`src/rtl/ps2_keycode_decoder_pkg.sv`:
```
// rtl/ps2_keycode_decoder_pkg.sv - scan-code constants and FSM state types for the PS/2 decoder
package ps2_pkg;

  localparam logic [7:0] SC_EXT   = 8'hE0;
  localparam logic [7:0] SC_BRK   = 8'hF0;
  localparam logic [7:0] SC_PAUSE = 8'hE1;
  localparam int         PAUSE_TAIL_LEN = 7;

  typedef enum logic [1:0] {
    FR_IDLE   = 2'd0,
    FR_DATA   = 2'd1,
    FR_PARITY = 2'd2,
    FR_STOP   = 2'd3
  } frame_state_e;

  typedef enum logic {
    SEQ_IDLE  = 1'b0,
    SEQ_PAUSE = 1'b1
  } seq_state_e;

endpackage

```
`src/rtl/ps2_keycode_decoder_if.sv`:
```
// rtl/ps2_keycode_decoder_if.sv - keyboard pins and decoded key-event bundle
interface ps2_keycode_decoder_if;
  logic       ps2_clk;
  logic       ps2_dat;
  logic [7:0] keycode;
  logic       key_make;
  logic       key_ext;
  logic       key_strobe;
  logic       frame_err;

  // Keyboard side: drives the pins, observes decoded events
  modport master (
    output ps2_clk, ps2_dat,
    input  keycode, key_make, key_ext, key_strobe, frame_err
  );

  // Decoder side: reads the pins, drives decoded events
  modport slave (
    input  ps2_clk, ps2_dat,
    output keycode, key_make, key_ext, key_strobe, frame_err
  );
endinterface

```
`src/rtl/ps2_keycode_decoder_rx_frame.sv`:
```
// rtl/ps2_keycode_decoder_rx_frame.sv - PS/2 pin sync, clock glitch filter, frame FSM and timeout
module ps2_rx_frame
  import ps2_pkg::*;
#(
  parameter int FILTER_LEN     = 8,
  parameter int TIMEOUT_CYCLES = 50000
) (
  input  logic       clk,
  input  logic       reset,
  input  logic       ps2_clk_i,
  input  logic       ps2_dat_i,
  output logic [7:0] rx_byte_o,
  output logic       byte_valid_o,
  output logic       frame_err_o
);

  localparam int FLT_W = $clog2(FILTER_LEN + 1);
  localparam int TMO_W = $clog2(TIMEOUT_CYCLES + 1);
  localparam logic [FLT_W-1:0] FLT_MAX = FLT_W'(FILTER_LEN - 1);
  localparam logic [TMO_W-1:0] TMO_MAX = TMO_W'(TIMEOUT_CYCLES - 1);

  logic [1:0]       clk_sync_q, dat_sync_q;
  logic             filt_q;
  logic [FLT_W-1:0] flt_cnt_q;
  logic [TMO_W-1:0] tmo_cnt_q;
  logic [7:0]       shift_q;
  logic [2:0]       bit_cnt_q;
  logic             par_ok_q;
  frame_state_e     state_q, state_d;

  logic bit_event, dat_bit, timeout, stop_good;

  // Two-flop synchronizers; idle bus level is high on both lines
  always_ff @(posedge clk or negedge reset) begin
    if (!reset) begin
      clk_sync_q <= 2'b11;
      dat_sync_q <= 2'b11;
    end else begin
      clk_sync_q <= {clk_sync_q[0], ps2_clk_i};
      dat_sync_q <= {dat_sync_q[0], ps2_dat_i};
    end
  end

  // Filtered clock flips only after FILTER_LEN consecutive differing samples
  always_ff @(posedge clk or negedge reset) begin
    if (!reset) begin
      filt_q    <= 1'b1;
      flt_cnt_q <= '0;
    end else if (clk_sync_q[1] != filt_q) begin
      if (flt_cnt_q == FLT_MAX) begin
        filt_q    <= clk_sync_q[1];
        flt_cnt_q <= '0;
      end else begin
        flt_cnt_q <= flt_cnt_q + 1'b1;
      end
    end else begin
      flt_cnt_q <= '0;
    end
  end

  assign bit_event = filt_q && !clk_sync_q[1] && (flt_cnt_q == FLT_MAX);
  assign dat_bit   = dat_sync_q[1];
  // A bit event in the same cycle beats an expiring timeout
  assign timeout   = (state_q != FR_IDLE) && !bit_event && (tmo_cnt_q == TMO_MAX);
  assign stop_good = dat_bit && par_ok_q;

  // Frame state register
  always_ff @(posedge clk or negedge reset) begin
    if (!reset) state_q <= FR_IDLE;
    else        state_q <= state_d;
  end

  // Frame next-state: advance one step per bit event, bail to IDLE on timeout
  always_comb begin
    state_d = state_q;
    if (timeout) begin
      state_d = FR_IDLE;
    end else if (bit_event) begin
      case (state_q)
        FR_IDLE:   if (!dat_bit) state_d = FR_DATA;
        FR_DATA:   if (bit_cnt_q == 3'd7) state_d = FR_PARITY;
        FR_PARITY: state_d = FR_STOP;
        FR_STOP:   state_d = FR_IDLE;
        default:   state_d = FR_IDLE;
      endcase
    end
  end

  // Frame datapath: timeout counter, LSB-first shifter, parity capture
  always_ff @(posedge clk or negedge reset) begin
    if (!reset) begin
      tmo_cnt_q <= '0;
      shift_q   <= '0;
      bit_cnt_q <= '0;
      par_ok_q  <= 1'b0;
    end else begin
      if (state_q == FR_IDLE || bit_event || timeout) tmo_cnt_q <= '0;
      else                                            tmo_cnt_q <= tmo_cnt_q + 1'b1;
      if (bit_event) begin
        case (state_q)
          FR_IDLE: bit_cnt_q <= '0;
          FR_DATA: begin
            shift_q   <= {dat_bit, shift_q[7:1]};
            bit_cnt_q <= bit_cnt_q + 1'b1;
          end
          FR_PARITY: par_ok_q <= ^{shift_q, dat_bit};
          default: ;
        endcase
      end
    end
  end

  // Frame outputs: stop-bit verdict or timeout, one cycle each
  always_comb begin
    byte_valid_o = 1'b0;
    frame_err_o  = timeout;
    if (bit_event && state_q == FR_STOP) begin
      byte_valid_o = stop_good;
      frame_err_o  = !stop_good;
    end
  end

  assign rx_byte_o = shift_q;

endmodule

```
`src/rtl/ps2_keycode_decoder.sv`:
```
// rtl/ps2_keycode_decoder.sv - scan-code sequence decoder producing held key events and strobes
module ps2_keycode_decoder
  import ps2_pkg::*;
#(
  parameter int FILTER_LEN     = 8,
  parameter int TIMEOUT_CYCLES = 50000
) (
  input  logic                    clk,
  input  logic                    reset,
  ps2_keycode_decoder_if.slave    bus
);

  localparam logic [2:0] PAUSE_LAST = 3'(PAUSE_TAIL_LEN - 1);

  logic [7:0] rx_byte;
  logic       rx_valid, rx_err;

  seq_state_e seq_q, seq_d;
  logic       ext_pend_q, brk_pend_q;
  logic [2:0] pause_cnt_q;
  logic [7:0] keycode_q;
  logic       key_make_q, key_ext_q, key_strobe_q, frame_err_q;

  logic       emit;
  logic [7:0] emit_code;
  logic       emit_make, emit_ext;
  logic       is_prefix;

  ps2_rx_frame #(
    .FILTER_LEN     (FILTER_LEN),
    .TIMEOUT_CYCLES (TIMEOUT_CYCLES)
  ) u_rx_frame (
    .clk          (clk),
    .reset        (reset),
    .ps2_clk_i    (bus.ps2_clk),
    .ps2_dat_i    (bus.ps2_dat),
    .rx_byte_o    (rx_byte),
    .byte_valid_o (rx_valid),
    .frame_err_o  (rx_err)
  );

  assign is_prefix = (rx_byte == SC_EXT) || (rx_byte == SC_BRK) || (rx_byte == SC_PAUSE);

  // Sequence state register
  always_ff @(posedge clk or negedge reset) begin
    if (!reset) seq_q <= SEQ_IDLE;
    else        seq_q <= seq_d;
  end

  // Sequence next-state: E1 opens the pause tail, the 7th tail byte closes it
  always_comb begin
    seq_d = seq_q;
    if (rx_err) begin
      seq_d = SEQ_IDLE;
    end else if (rx_valid) begin
      case (seq_q)
        SEQ_IDLE:  if (rx_byte == SC_PAUSE) seq_d = SEQ_PAUSE;
        SEQ_PAUSE: if (pause_cnt_q == PAUSE_LAST) seq_d = SEQ_IDLE;
        default:   seq_d = SEQ_IDLE;
      endcase
    end
  end

  // Sequence outputs: decide whether this byte completes a key event
  always_comb begin
    emit      = 1'b0;
    emit_code = rx_byte;
    emit_make = !brk_pend_q;
    emit_ext  = ext_pend_q;
    if (rx_valid) begin
      case (seq_q)
        SEQ_IDLE: emit = !is_prefix;
        SEQ_PAUSE: begin
          if (pause_cnt_q == PAUSE_LAST) begin
            emit      = 1'b1;
            emit_code = SC_PAUSE;
            emit_make = 1'b1;
            emit_ext  = 1'b0;
          end
        end
        default: ;
      endcase
    end
  end

  // Prefix flags and pause-tail counter
  always_ff @(posedge clk or negedge reset) begin
    if (!reset) begin
      ext_pend_q  <= 1'b0;
      brk_pend_q  <= 1'b0;
      pause_cnt_q <= '0;
    end else if (rx_err) begin
      ext_pend_q  <= 1'b0;
      brk_pend_q  <= 1'b0;
      pause_cnt_q <= '0;
    end else if (rx_valid) begin
      if (seq_q == SEQ_PAUSE) begin
        pause_cnt_q <= (pause_cnt_q == PAUSE_LAST) ? 3'd0 : pause_cnt_q + 1'b1;
      end else if (rx_byte == SC_EXT) begin
        ext_pend_q <= 1'b1;
      end else if (rx_byte == SC_BRK) begin
        brk_pend_q <= 1'b1;
      end else begin
        ext_pend_q  <= 1'b0;
        brk_pend_q  <= 1'b0;
        pause_cnt_q <= '0;
      end
    end
  end

  // Held key event registers and single-cycle strobes
  always_ff @(posedge clk or negedge reset) begin
    if (!reset) begin
      keycode_q    <= '0;
      key_make_q   <= 1'b0;
      key_ext_q    <= 1'b0;
      key_strobe_q <= 1'b0;
      frame_err_q  <= 1'b0;
    end else begin
      key_strobe_q <= emit;
      frame_err_q  <= rx_err;
      if (emit) begin
        keycode_q  <= emit_code;
        key_make_q <= emit_make;
        key_ext_q  <= emit_ext;
      end
    end
  end

  assign bus.keycode    = keycode_q;
  assign bus.key_make   = key_make_q;
  assign bus.key_ext    = key_ext_q;
  assign bus.key_strobe = key_strobe_q;
  assign bus.frame_err  = frame_err_q;

endmodule
```
`src/flat_wrapper.sv`:
```
// flat-port wrapper written by rule: the top's interface ports become plain ports
module ps2_keycode_decoder_flat import ps2_pkg::*;
#(
  parameter int FILTER_LEN     = 8,
  parameter int TIMEOUT_CYCLES = 50000
)
  (clk, reset, bus_ps2_clk, bus_ps2_dat, bus_keycode, bus_key_make, bus_key_ext, bus_key_strobe, bus_frame_err);
  ps2_keycode_decoder_if bus_i ();
  input  logic clk;
  input  logic reset;
  input wire logic [$bits(bus_i.ps2_clk)-1:0] bus_ps2_clk;
  input wire logic [$bits(bus_i.ps2_dat)-1:0] bus_ps2_dat;
  output wire logic [$bits(bus_i.keycode)-1:0] bus_keycode;
  output wire logic [$bits(bus_i.key_make)-1:0] bus_key_make;
  output wire logic [$bits(bus_i.key_ext)-1:0] bus_key_ext;
  output wire logic [$bits(bus_i.key_strobe)-1:0] bus_key_strobe;
  output wire logic [$bits(bus_i.frame_err)-1:0] bus_frame_err;
  assign bus_i.ps2_clk = bus_ps2_clk;
  assign bus_i.ps2_dat = bus_ps2_dat;
  assign bus_keycode = bus_i.keycode;
  assign bus_key_make = bus_i.key_make;
  assign bus_key_ext = bus_i.key_ext;
  assign bus_key_strobe = bus_i.key_strobe;
  assign bus_frame_err = bus_i.frame_err;
  ps2_keycode_decoder #(.FILTER_LEN(FILTER_LEN), .TIMEOUT_CYCLES(TIMEOUT_CYCLES)) u_core (.clk(clk), .reset(reset), .bus(bus_i));
endmodule
```
`config.mk`:
```
export PLATFORM = sky130hd
export DESIGN_NAME = ps2_keycode_decoder_flat
export DESIGN_NICKNAME = d
export VERILOG_FILES = /design/src/rtl/ps2_keycode_decoder_pkg.sv /design/src/rtl/ps2_keycode_decoder_if.sv /design/src/rtl/ps2_keycode_decoder_rx_frame.sv /design/src/rtl/ps2_keycode_decoder.sv /design/src/flat_wrapper.sv
export SDC_FILE = /design/constraint.sdc
export NUM_CORES = 1
export LEC_CHECK = 0
export BUFFER_PORTS_ARGS = -buffer_cell sky130_fd_sc_hd__buf_2
export CAP_MARGIN = 20
export CORE_UTILIZATION = 40
export DETAILED_ROUTE_END_ITERATION = 8
export GPL_TIMING_DRIVEN = 1
export PLACE_DENSITY = 0.63
export SLEW_MARGIN = 20
export SYNTH_ARGS = -nofsm -noshare
export SYNTH_HDL_FRONTEND = slang
export SYNTH_HIERARCHICAL = 1
export SYNTH_SLANG_ARGS = --single-unit
export TNS_END_PERCENT = 1
```
`constraint.sdc`:
```
create_clock -name clk -period 5.1 [get_ports clk]
set_clock_uncertainty 0.15 [all_clocks]
set_input_delay 0.51 -clock clk [delete_from_list [all_inputs] [get_ports clk]]
set_output_delay 0.51 -clock clk [all_outputs]
set_load 0.1 [all_outputs]
```
# [Word-level counts from Yosys, hierarchy flattened]
# Cells that the tools add are included.
[totals] ramBits=0 output_inout_bits=12 mem_bits_ro=0 reg_bits=57 latchBits=0 memories=0 wordCells=114
[op_classes] n_lt_le_gt_ge=0 eq_ne=18 n_div=0 n_bitwise=1 shifts=0 n_addsub=4 n_mux=44 mul=0 reduce_logical=29
[op_table] operator="$eq 8x8->1 const B" n=3
[op_table] operator="$mux 1" n=24
[op_table] operator="$mux 8" n=3
[op_table] operator="$mux 3" n=6
[op_table] operator="$add 16x1->16 const B" n=1
[op_table] operator="$eq 16x16->1 const B" n=1
[op_table] operator="$mux 16" n=1
[op_table] operator="$reduce_and 3->1" n=4
[op_table] operator="$ne 3x1->1 const B" n=3
[op_table] operator="$reduce_xor 9->1" n=1
[op_table] operator="$mux 2" n=4
[op_table] operator="$mux 4" n=2
[op_table] operator="$pmux 2 s4" n=1
[op_table] operator="$reduce_and 2->1" n=4
[op_table] operator="$reduce_bool 2->1" n=4
[op_table] operator="$add 3x1->3 const B" n=2
[op_table] operator="$eq 3x3->1 const B" n=2
[op_table] operator="$logic_and 1x1->1" n=6
[op_table] operator="$ne 3x3->1 const B" n=2
[op_table] operator="$pmux 3 s2" n=1
[op_table] operator="$logic_not 1->1" n=5
[op_table] operator="$add 4x1->4 const B" n=1
[op_table] operator="$eq 2x2->1 const B" n=2
[op_table] operator="$eq 4x3->1 const B" n=1
[op_table] operator="7 further kinds" n=12

# [Logic depth before layout (Yosys ltp)]
# Gate-level depths: netlist of the first run.
[logic_depth] depth_word=9 depth_mapped=10

# [By module]
# Netlist of the first run, hierarchy kept.
[modules_own_cells] mod="ps2_rx_frame" instances=1 area_each_um2=1883.1 cells_per_inst=164
[modules_own_cells] mod="ps2_keycode_decoder" instances=1 area_each_um2=972.2 cells_per_inst=89

# [Worst setup path before layout of the first run]
# Ideal clock, no wire load.
[synth_path] path_type="register -> register" start="register u_core.u_rx_frame.filt_q" end="register u_core.keycode_q[0] (netlist: u_core/bus.keycode[0])" n_path_buf=2 path_slack_ps=2934 arrival_ps=1890 required_time_ps=4825 path_stages_with_launch=9 cell_sequence="dfstp_2 > ha_1 > and4b_1 > buf_2 > nand2_1 > nor2_1 > buf_2 > mux2_2 > mux2_4"
[synth_between] elab_chain_len=5 word_cells_on_any_way=6 cone_classes="3 x mux; 3 x reduce/logical"
[synth_rtl] item="from (decl)" line_no="ps2_keycode_decoder_rx_frame.sv:23" rtl="logic filt_q;"
[synth_rtl] item="from (signal assigned)" line_no="ps2_keycode_decoder_rx_frame.sv:51" rtl="filt_q <= clk_sync_q[1];"
[synth_rtl] item="$logic_and 1x1->1 * (2 in series)" line_no="ps2_keycode_decoder_rx_frame.sv:61" rtl="assign bit_event = filt_q && !clk_sync_q[1] && (flt_cnt_q == FLT_MAX);"
[synth_rtl] item="$logic_and 1x1->1 *" line_no="ps2_keycode_decoder_rx_frame.sv:117" rtl="if (bit_event && state_q == FR_STOP) begin"
[synth_rtl] item="$mux 1 *" line_no="ps2_keycode_decoder_rx_frame.sv:117"
[synth_rtl] item="via u_core.rx_valid" line_no="ps2_keycode_decoder.sv:16" rtl="logic rx_valid, rx_err;"
[synth_rtl] item="$mux 8 or $mux 1 (tied branches)" line_no="ps2_keycode_decoder.sv:70" rtl="if (rx_valid) begin"
[synth_rtl] item="to (signal assigned)" line_no="ps2_keycode_decoder.sv:123" rtl="keycode_q <= emit_code;"
[synth_rtl] item="to (decl)" line_no="ps2_keycode_decoder.sv:21" rtl="logic [7:0] keycode_q;"
# The timed path passes the listed nets; every way through them passes the cells marked *.
# A chain may end at the register's enable or synchronous reset.

# [Worst setup path after layout of the first run]
[layout_path] start="register u_core.u_rx_frame.filt_q" end="register u_core.keycode_q[2] (netlist: u_core/bus.keycode[2])"
# The elaborated chain is that of the path after synthesis.

==> impl_metrics.tcl, run 1 <==
set metrics [dict create \
    synth_compound_area_frac 0.0942 \
    start_kind "register" \
    synth_edf_count 0 \
    post_cts.repair.setup_buffers 0 \
    finalSetupViolations 0 \
    drt_iter0_drc 151 \
    p_per_area_mw_per_mm2 305 \
    p_clk_frac 0.383 \
    die_x_um 86.5 \
    leakagePower_nw 1.46 \
    maxSlewViolCount 0 \
    synth_fa_ha_area_frac 0.0438 \
    max_clock_freq_ghz 0.400 \
    power_frac_seq 0.520 \
    vdd_drop_max_uv 120 \
    grtUsageMet3 0.0324 \
    wl_per_cell_um 13.5 \
    htree_num_levels 3 \
    dp.cells 358 \
    drtPass1Iterations 4 \
    nets 287 \
    vias 1940 \
    grt_max_degree 58 \
    io_buffer_count 15 \
    initial_core_util 0.418 \
    syn2layout_area_growth_pct 11.9 \
    grt_pass1_wl_um 9000 \
    status "completed" \
    routed_wl_um 5040 \
    ys_seq_elements 57 \
    p_int_w 0.000722 \
    synth_top_family_by_area "simple AND/OR/NAND/NOR gates" \
    cp_slowest_cell "dfstp_2" \
    cp_cell_sequence "ha_1 > and4b_1 > nand2_1 > nor2_1 > buf_4 > nand4_1 > o21ai_0 > mux2i_1" \
    synthFlopType "dfrtp_1" \
    whs_ns 0.123 \
    hp-class "input port to register" \
    crit_arrival_ns 2.56 \
    synthSimpleGateAreaFrac 0.167 \
    ys.warnings.count 6 \
    fin_crit_sh 0.491 \
    cts_hold_buf 0 \
    synthCells 253 \
    fin_cells 374 \
    power_switching_w 0.000251 \
    ys_types 50 \
    cts_max_path_buffers 2 \
    swShare 0.258 \
    total_power_w 0.000974 \
    die_y_um 86.5 \
    clkLatencyLatePin_ns 0.33 \
    use_met2 0.232 \
    grtUsageMet1 0.217 \
    num_antenna_cells 0 \
    final.min_clock_period_ns 2.50 \
    synth_mux_area_frac 0.103 \
    row_count 30 \
    hpwl_um 3330 \
    top_usage_layer "met2" \
    slowest_delay_ns 0.52 \
    cp-end-kind "register" \
    grt_pass1_vias 1923 \
    async_flop_share 1.00 \
    required_ns 5.16 \
    gp_congestion 0.772 \
    drive_above_1_share 0.227 \
    slew_headroom 0.533 \
    synth_area_mm2 0.00286 \
    numCtsBuffers 9 \
    postCtsResizedCells 0 \
    via_per_inst 5.19 \
    finalHoldViolations 0 \
    yosysSeqAreaShare 0.502 \
    ant_nets 0 \
    tns_ns 0 \
    io_pins 16 \
    syn_avg_cell_area_um2 11.3 \
    antenna_found_initial 0 \
    n_fill_cell 647 \
    grtUsageTotal 0.159 \
    synth_xor_area_frac 0.0631 \
    cts_tree "done" \
    path_class "register to register" \
    grt_setup_unrepaired "no" \
    dieArea_mm2 0.00748 \
    root_buffer "clkbuf_8" \
    cp_max_fo 18 \
    drv_cap 0 \
    synth_fp_nets 267 \
    grt-ovfl-total 0 \
    drc 0 \
    pwr-share-comb 0.097 \
    clk_pin_slew_worst_paths_ns 0.06 \
    numClockSinks 57 \
    fp.coreArea_mm2 0.00683 \
    worstMarginPinSlew_ns 0.700 \
]
-- per-stage QoR --
stage	cell area (um2)	utilization	setup WS, ns
CTS	3190	0.468	2.59
finish	3190	0.468	2.60
global placement	3020	0.442	2.63
detailed placement	3020	0.442	2.61
floorplan	2860	-	2.93
global route	3190	0.468	2.26
-- state kept, by name, indices dropped and copies added (netlist names), 2 cells and up --
name and flops:
u_core/pause_cnt_q 3, u_core/u_rx_frame/tmo_cnt_q 16, u_core/u_rx_frame/bit_cnt_q 3, u_core/u_rx_frame/dat_sync_q 2
u_core/u_rx_frame/rx_byte_o 8, u_core/bus.keycode 8, u_core/u_rx_frame/flt_cnt_q 4, u_core/u_rx_frame/state_q 2
u_core/u_rx_frame/clk_sync_q 2
-- layout by cell type, fill, tap and decap left out, types with 7 or more instances in the layout --
cell,count
dfrtp_1,52
nor2_1,19
nand2_1,18
buf_2,15
mux2_2,14
xnor2_1,12
clkbuf_8,11
ha_1,10
mux2i_1,9
o21ai_0,9
inv_1,8
nor3_1,8
a21oi_1,7
nand4_1,7
-- cell usage after synthesis (2+ instances only) --
cell / count / share of area
buf_2: 6 / 0.011
nand3_1: 6 / 0.011
nand2b_1: 2 / 0.0044
a32o_1: 2 / 0.0070
nor2_1: 19 / 0.025
mux2i_1: 9 / 0.032
nand4_1: 7 / 0.015
o21ai_0: 9 / 0.016
o221ai_1: 2 / 0.0061
nand2_1: 18 / 0.024
a31oi_1: 6 / 0.013
xor2_1: 6 / 0.018
inv_1: 8 / 0.011
mux2_4: 3 / 0.016
nor3_1: 8 / 0.014
dfrtp_1: 52 / 0.46
and3_1: 4 / 0.0088
dfstp_2: 5 / 0.046
ha_1: 10 / 0.044
a31o_2: 3 / 0.0092
a21oi_1: 7 / 0.012
nor2b_1: 5 / 0.011
mux2_2: 14 / 0.055
or4_1: 2 / 0.0053
o31ai_1: 2 / 0.0053
o21bai_1: 3 / 0.0079
xnor2_1: 12 / 0.037
-- final timing paths --
kind / from / end / slack [ns] / depth (start not counted)
setup / recovery: u_core/u_rx_frame/filt_q$_DFFE_PN1P_ / u_core/bus.keycode[2]$_DFFE_PN0P_ / 2.60 / 8
hold / removal: bus_ps2_dat / u_core/u_rx_frame/dat_sync_q[0]$_DFF_PN1_ / 0.12 / 1
setup reg to reg: u_core/u_rx_frame/filt_q$_DFFE_PN1P_ / u_core/bus.keycode[2]$_DFFE_PN0P_ / 2.60 / 8
hold reg to reg: u_core/u_rx_frame/clk_sync_q[0]$_DFF_PN1_ / u_core/u_rx_frame/clk_sync_q[1]$_DFF_PN1_ / 0.21 / 0
max in group asynchronous: reset / u_core/pause_cnt_q[2]$_DFFE_PN0P_ / 4.18 / 2
min in group asynchronous: reset / u_core/u_rx_frame/tmo_cnt_q[6]$_DFF_PN0_ / 0.17 / 2
-- final cells by class --
class                   count  area [um2]  area share
clock buffers              13         159      0.0497
repair buffers             17        90.1      0.0282
flip-flops and latches     57        1430       0.448
well taps                  96         120      0.0376
inverters                   9        33.8      0.0106
multi-input cells         179        1340       0.421
clock inverters             3        15.0     0.00470
-- worst max-delay path: cells and delay by family, from the launching register on --
| kind | cells | cell delay [ns] |
|---|---|---|
| buffers and inverters | 1 | 0.24 |
| flip-flops | 1 | 0.52 |
| AND/OR/NAND/NOR | 4 | 0.95 |
| AO/OA/AOI/OAI | 1 | 0.28 |
| multiplexers | 1 | 0.10 |
| adder cells (fa/ha/maj) | 1 | 0.12 |
-- cell families (layout without fill, tap and decap cells) --
group | Yosys count | in the layout
buffers and inverters | 17 | 42
and+or+nand+nor | 84 | 84
AOI/OAI and AO/OA | 40 | 40
DFF | 57 | 57
adders and majority gates | 10 | 10
muxes | 26 | 26
xor gates and xnor gates | 19 | 19
-- power groups by stage --
stage	registers [W]	clock network (W)	logic (W)
2_1_floorplan	0.000509	0	0.0000742
3_3_place_gp	0.000513	0	0.0000956
3_5_place_dp	0.000514	0	0.0000968
4_1_cts	0.000506	0.000387	0.0000975
5_1_grt	0.000511	0.000408	0.000114
6_report	0.000506	0.000373	0.0000949
-- metal layers --
layer  up-vias  routed length, um
met5         -                  0
met4         0                113
met3         9                157
met2        36               2210
met1       945               2560
li1        950                  -
Power figures use the tool's default switching activity.
==> inputs of run 2 (changes only) <==
PLACE_DENSITY = 0.65   (was 0.63)
clock period = 2.3 ns   (was 5.1 ns; I/O delays follow)
==> run 2 against run 1 <==
Compared with the run above: combinational power increased by 130%; die area stayed put; sequential share of layout area is 0.83 points lower; setup slack worse by 2.4 ns; via count is 2.3% higher; sequential power grew 120%; clock-buffer cell count shrank 2; global-route usage is 0.78 points lower; maximum frequency is 18% higher; register-to-register slack worse by 2.4 ns; critical path type unchanged; largest cell class unchanged.
==> impl_metrics.tcl, run 2 (synthesis gave the netlist of run 1 again) <==
set metrics [dict create \
    layout_commonest_cell "dfrtp_1" \
    die_x_um 86.5 \
    worstMarginPinSlew_ns 0.509 \
    min_path_cells 0 \
    leakagePower_nw 1.49 \
    tns_ns 0 \
    num_antenna_cells 0 \
    drt_iter0_drc 124 \
    root_buffer "clkbuf_8" \
    start_kind "register" \
    top_register "u_core/u_rx_frame/tmo_cnt_q" \
    max_clock_freq_ghz 0.471 \
    vias 1985 \
    drive_above_1_share 0.239 \
    n_fill_cell 653 \
    initial_core_util 0.418 \
    hpwl_um 3360 \
    crit_arrival_ns 2.20 \
    die_y_um 86.5 \
    row_count 30 \
    cp_max_fo 18 \
    final.min_clock_period_ns 2.12 \
    post_cts.repair.setup_buffers 0 \
    ant_nets 0 \
    clk_pin_slew_worst_paths_ns 0.07 \
    drtPass1Iterations 4 \
    vdd_drop_max_uv 298 \
    worst_slack_ns 0.175 \
    grt-ovfl-total 0 \
    routed_wl_um 4980 \
    via_per_inst 5.22 \
    grt_pass1_vias 1905 \
    layout_common_cells "dfrtp_1, nor2_1, nand2_1" \
    grt_max_degree 24 \
    fp.coreArea_mm2 0.00683 \
    antenna_found_initial 0 \
    nets 293 \
    largest_reg_flops 16 \
    io_pins 16 \
    syn2layout_area_growth_pct 14.0 \
    clkLatencyLatePin_ns 0.34 \
    reg2regPathDepth 7 \
    grt_pass1_wl_um 8580 \
    postCtsResizedCells 0 \
    wl_per_cell_um 13.1 \
    cts_max_path_buffers 2 \
    cp-end-kind "register" \
    required_ns 2.38 \
    finalHoldViolations 0 \
    status "completed" \
    numCtsBuffers 9 \
    gp_congestion 0.742 \
    grt_setup_unrepaired "no" \
    pre_cts_slack_ns 0.171 \
    maxSlewViolCount 0 \
    numClockSinks 57 \
    cts_tree "done" \
    p_per_area_mw_per_mm2 673 \
    io_buffer_count 15 \
    drv_cap 0 \
    drc 0 \
    slew_headroom 0.661 \
    fin_util 0.476 \
    hp-class "register to register" \
    path_class "register to register" \
    htree_num_levels 3 \
    fin_crit_sh 0.924 \
    finalSetupViolations 0 \
    dieArea_mm2 0.00748 \
    grtUsageTotal 0.151 \
]
-- run 2: through the flow --
stage | cells | cell area (um2) | hold WS (ns) | power, W
2_1_floorplan | 253 | 2860 | -0.216 | 0.00129
3_3_place_gp | 361 | 3040 | 0.0836 | 0.00135
3_5_place_dp | 361 | 3040 | 0.0885 | 0.00136
4_1_cts | 380 | 3250 | 0.208 | 0.00222
5_1_grt | 380 | 3250 | 0.209 | 0.00229
6_report | 380 | 3250 | 0.206 | 0.00219
-- run 2: worst paths after layout --
kind                            slack (ns)                                         to                                      start
worst max register to register        0.18          u_core/bus.keycode[6]$_DFFE_PN0P_       u_core/u_rx_frame/filt_q$_DFFE_PN1P_
worst min-delay path                  0.21  u_core/u_rx_frame/clk_sync_q[1]$_DFF_PN1_  u_core/u_rx_frame/clk_sync_q[0]$_DFF_PN1_
worst max-delay path                  0.18          u_core/bus.keycode[6]$_DFFE_PN0P_       u_core/u_rx_frame/filt_q$_DFFE_PN1P_
max in group asynchronous             1.08  u_core/u_rx_frame/dat_sync_q[1]$_DFF_PN1_                                      reset
worst min register to register        0.21  u_core/u_rx_frame/clk_sync_q[1]$_DFF_PN1_  u_core/u_rx_frame/clk_sync_q[0]$_DFF_PN1_
min in group asynchronous             0.24   u_core/u_rx_frame/flt_cnt_q[2]$_DFF_PN0_                                      reset
-- run 2: cell type report --
type / count / area [um2] / area share
sequential: 57 / 1430 / 0.440
multi-input combinational: 179 / 1340 / 0.413
clock buffer: 11 / 151 / 0.0465
timing repair buffer: 23 / 143 / 0.0438
tap: 96 / 120 / 0.0369
inverter: 9 / 33.8 / 0.0104
clock inverter: 5 / 30.0 / 0.00923
-- run 2: worst max-delay path, cell delays in order (launching register included) --
cell,delay (ns)
dfstp_2,0.53
ha_1,0.13
and4b_1,0.20
nand2_1,0.06
nor2_1,0.09
buf_4,0.24
mux2_2,0.36
mux2_4,0.26
-- run 2: what timing repair did --
action                     in CTS  in global routing
setup endpoints to repair       0                  0
hold endpoints to repair       20                  0
hold buffers                    3                  0
-- run 2: metal layers --
layer	wire length, um	up-vias	share of wire	GRT usage
met5	0	-	0	0
met4	127	0	0.026	0.100
met3	139	12	0.028	0.0343
met2	2120	23	0.43	0.209
met1	2600	981	0.52	0.211
li1	-	969	-	-
-- run 2: report_power, final --
group / internal, W / leakage [nW] / switching (W)
sequential: 0.00107 / 0.766 / 0.0000510
clock: 0.000443 / 0.0911 / 0.000405
combinational: 0.0000907 / 0.629 / 0.000130
total: 0.00160 / 1.49 / 0.000586
==> inputs of run 3 (changes only) <==
RECOVER_POWER = 25   (was not set)
==> run 3 against run 2 <==
Compared with the run above: core utilization decreased by 0.055 points; flip-flop and latch count unchanged; final area decreased by 0.12%; via count about the same; non-clock buffer count unchanged; combinational power about the same; register-to-register slack about the same; first-iteration DRC count unchanged; setup slack about the same; clock power about the same; sequential power about the same; critical path type unchanged.
==> impl_metrics.tcl, run 3 (synthesis gave the netlist of run 1 again) <==
set metrics [dict create \
    clk_pin_slew_worst_paths_ns 0.07 \
    ant_nets 0 \
    post_cts.repair.setup_buffers 0 \
    leakagePower_nw 1.48 \
    layout_commonest_cell "dfrtp_1" \
    pwr-share-comb 0.101 \
    gp_congestion 0.742 \
    drtPass1Iterations 4 \
    antenna_found_initial 0 \
    grt_setup_unrepaired "no" \
    drive_above_1_share 0.236 \
    cts_max_path_buffers 2 \
    tns_ns 0 \
    drc 0 \
    layout_common_cells "dfrtp_1, nor2_1, nand2_1" \
    n_fill_cell 653 \
    vdd_drop_max_uv 298 \
    largest_reg_flops 16 \
    fin_crit_sh 0.924 \
    cp.buffers_inverters 1 \
    grt_pass1_wl_um 8580 \
    wl_per_cell_um 13.1 \
    top_register "u_core/u_rx_frame/tmo_cnt_q" \
    grt-ovfl-total 0 \
    io_pins 16 \
    slew_headroom 0.183 \
    finalSetupViolations 0 \
    grtUsageTotal 0.151 \
    cp-end-kind "register" \
    power_frac_seq 0.512 \
    swShare 0.268 \
    grt_pass1_vias 1905 \
    io_buffer_count 15 \
    die_x_um 86.5 \
    maxSlewViolCount 0 \
    worstMarginPinSlew_ns 1.23 \
    htree_num_levels 3 \
    numClockSinks 57 \
    drt_iter0_drc 124 \
    via_per_inst 5.23 \
    multiInputGateArea_mm2 0.00134 \
    met3_wirelength_um 139 \
    hp-class "register to register" \
    clkLatencyLatePin_ns 0.34 \
    numCtsBuffers 9 \
    nets 293 \
    reg2reg_slack_ns 0.18 \
    num_antenna_cells 0 \
    place_area_mm2 0.00304 \
    finalHoldViolations 0 \
    design_area_mm2 0.00325 \
    start_kind "register" \
    p_int_w 0.00160 \
    hpwl_um 3360 \
    required_ns 2.38 \
    dieArea_mm2 0.00748 \
    final.min_clock_period_ns 2.12 \
    p_clk_frac 0.387 \
    status "completed" \
    cp_slowest_cell "dfstp_2" \
    row_count 30 \
    crit_arrival_ns 2.20 \
    initial_core_util 0.418 \
    dr.max_layer_used "met4" \
    cts_tree "done" \
    cp_cell_sequence "ha_1 > and4b_1 > nand2_1 > nor2_1 > buf_4 > mux2_2 > mux2_4" \
    postCtsResizedCells 0 \
    path_class "register to register" \
    vias 1986 \
    p_per_area_mw_per_mm2 674 \
    cp_max_fo 18 \
    syn2layout_area_growth_pct 13.8 \
    grt_max_degree 24 \
    fp.coreArea_mm2 0.00683 \
    met1_length_um 2600 \
    die_y_um 86.5 \
    slowest_delay_ns 0.53 \
    root_buffer "clkbuf_8" \
    seqCellArea_mm2 0.00143 \
    routed_wl_um 4980 \
    wl_met2_um 2120 \
    path_delay_family "multiplexers" \
    max_clock_freq_ghz 0.471 \
    drv_cap 0 \
    power_switching_w 0.000587 \
]
## run 3: cell count changes in the layout (fill, tap and decap cells not counted)
cell / before / now
buf_4: 5 / 4
clkbuf_2: 0 / 1
clkbuf_1: 0 / 1
buf_2: 15 / 14
## run 3: power by group through the flow
| stage | clock (W) | combinational, W | sequential [W] |
|---|---|---|---|
| floorplan | 0 | 0.000165 | 0.00113 |
| global placement | 0 | 0.000216 | 0.00114 |
| detailed placement | 0 | 0.000219 | 0.00114 |
| CTS | 0.000870 | 0.000225 | 0.00112 |
| global route | 0.000911 | 0.000247 | 0.00113 |
| finish | 0.000848 | 0.000221 | 0.00112 |
## run 3: through the flow
step | hold slack, ns | power (W) | setup slack [ns] | utilization | instances
final | 0.206 | 0.00219 | 0.175 | 0.476 | 380
after global routing | 0.209 | 0.00229 | 0.0674 | 0.476 | 380
after CTS | 0.208 | 0.00222 | 0.157 | 0.476 | 380
after detailed placement | 0.0885 | 0.00136 | 0.171 | 0.445 | 361
after global placement | 0.0836 | 0.00135 | 0.191 | 0.445 | 361
after floorplan | -0.216 | 0.00129 | 0.134 | - | 253
## run 3: final cells by class
type	count	share of cell area
Clock buffer	11	0.0466
Sequential cell	57	0.441
Timing Repair Buffer	23	0.0427
Inverter	9	0.0104
Clock inverter	5	0.00924
Tap cell	96	0.0370
Multi-Input combinational cell	179	0.413
## run 3: final timing paths
check                                                          startpoint                                        end  cells after the start
max in group asynchronous                                           reset  u_core/u_rx_frame/dat_sync_q[1]$_DFF_PN1_                      3
worst min-delay path            u_core/u_rx_frame/clk_sync_q[0]$_DFF_PN1_  u_core/u_rx_frame/clk_sync_q[1]$_DFF_PN1_                      0
min in group asynchronous                                           reset   u_core/u_rx_frame/flt_cnt_q[2]$_DFF_PN0_                      2
worst max register to register       u_core/u_rx_frame/filt_q$_DFFE_PN1P_          u_core/bus.keycode[6]$_DFFE_PN0P_                      7
worst min register to register  u_core/u_rx_frame/clk_sync_q[0]$_DFF_PN1_  u_core/u_rx_frame/clk_sync_q[1]$_DFF_PN1_                      0
worst max-delay path                 u_core/u_rx_frame/filt_q$_DFFE_PN1P_          u_core/bus.keycode[6]$_DFFE_PN0P_                      7
## run 3: repair_timing
item,CTS,global route
endpoints found under the hold margin,20,0
hold buffers,3,0
setup endpoints to repair,0,0
## run 3: worst reg2reg max path, stage by stage, from the launching register on
cell and delay, ns:
dfstp_2 0.53, ha_1 0.13, and4b_1 0.20, nand2_1 0.06
nor2_1 0.09, buf_4 0.24, mux2_2 0.37, mux2_4 0.26
## run 3: per-layer routing
layer,vias to the layer above,GRT usage
met5,-,0
met4,0,0.100
met3,12,0.0343
met2,23,0.209
met1,982,0.211
li1,969,-
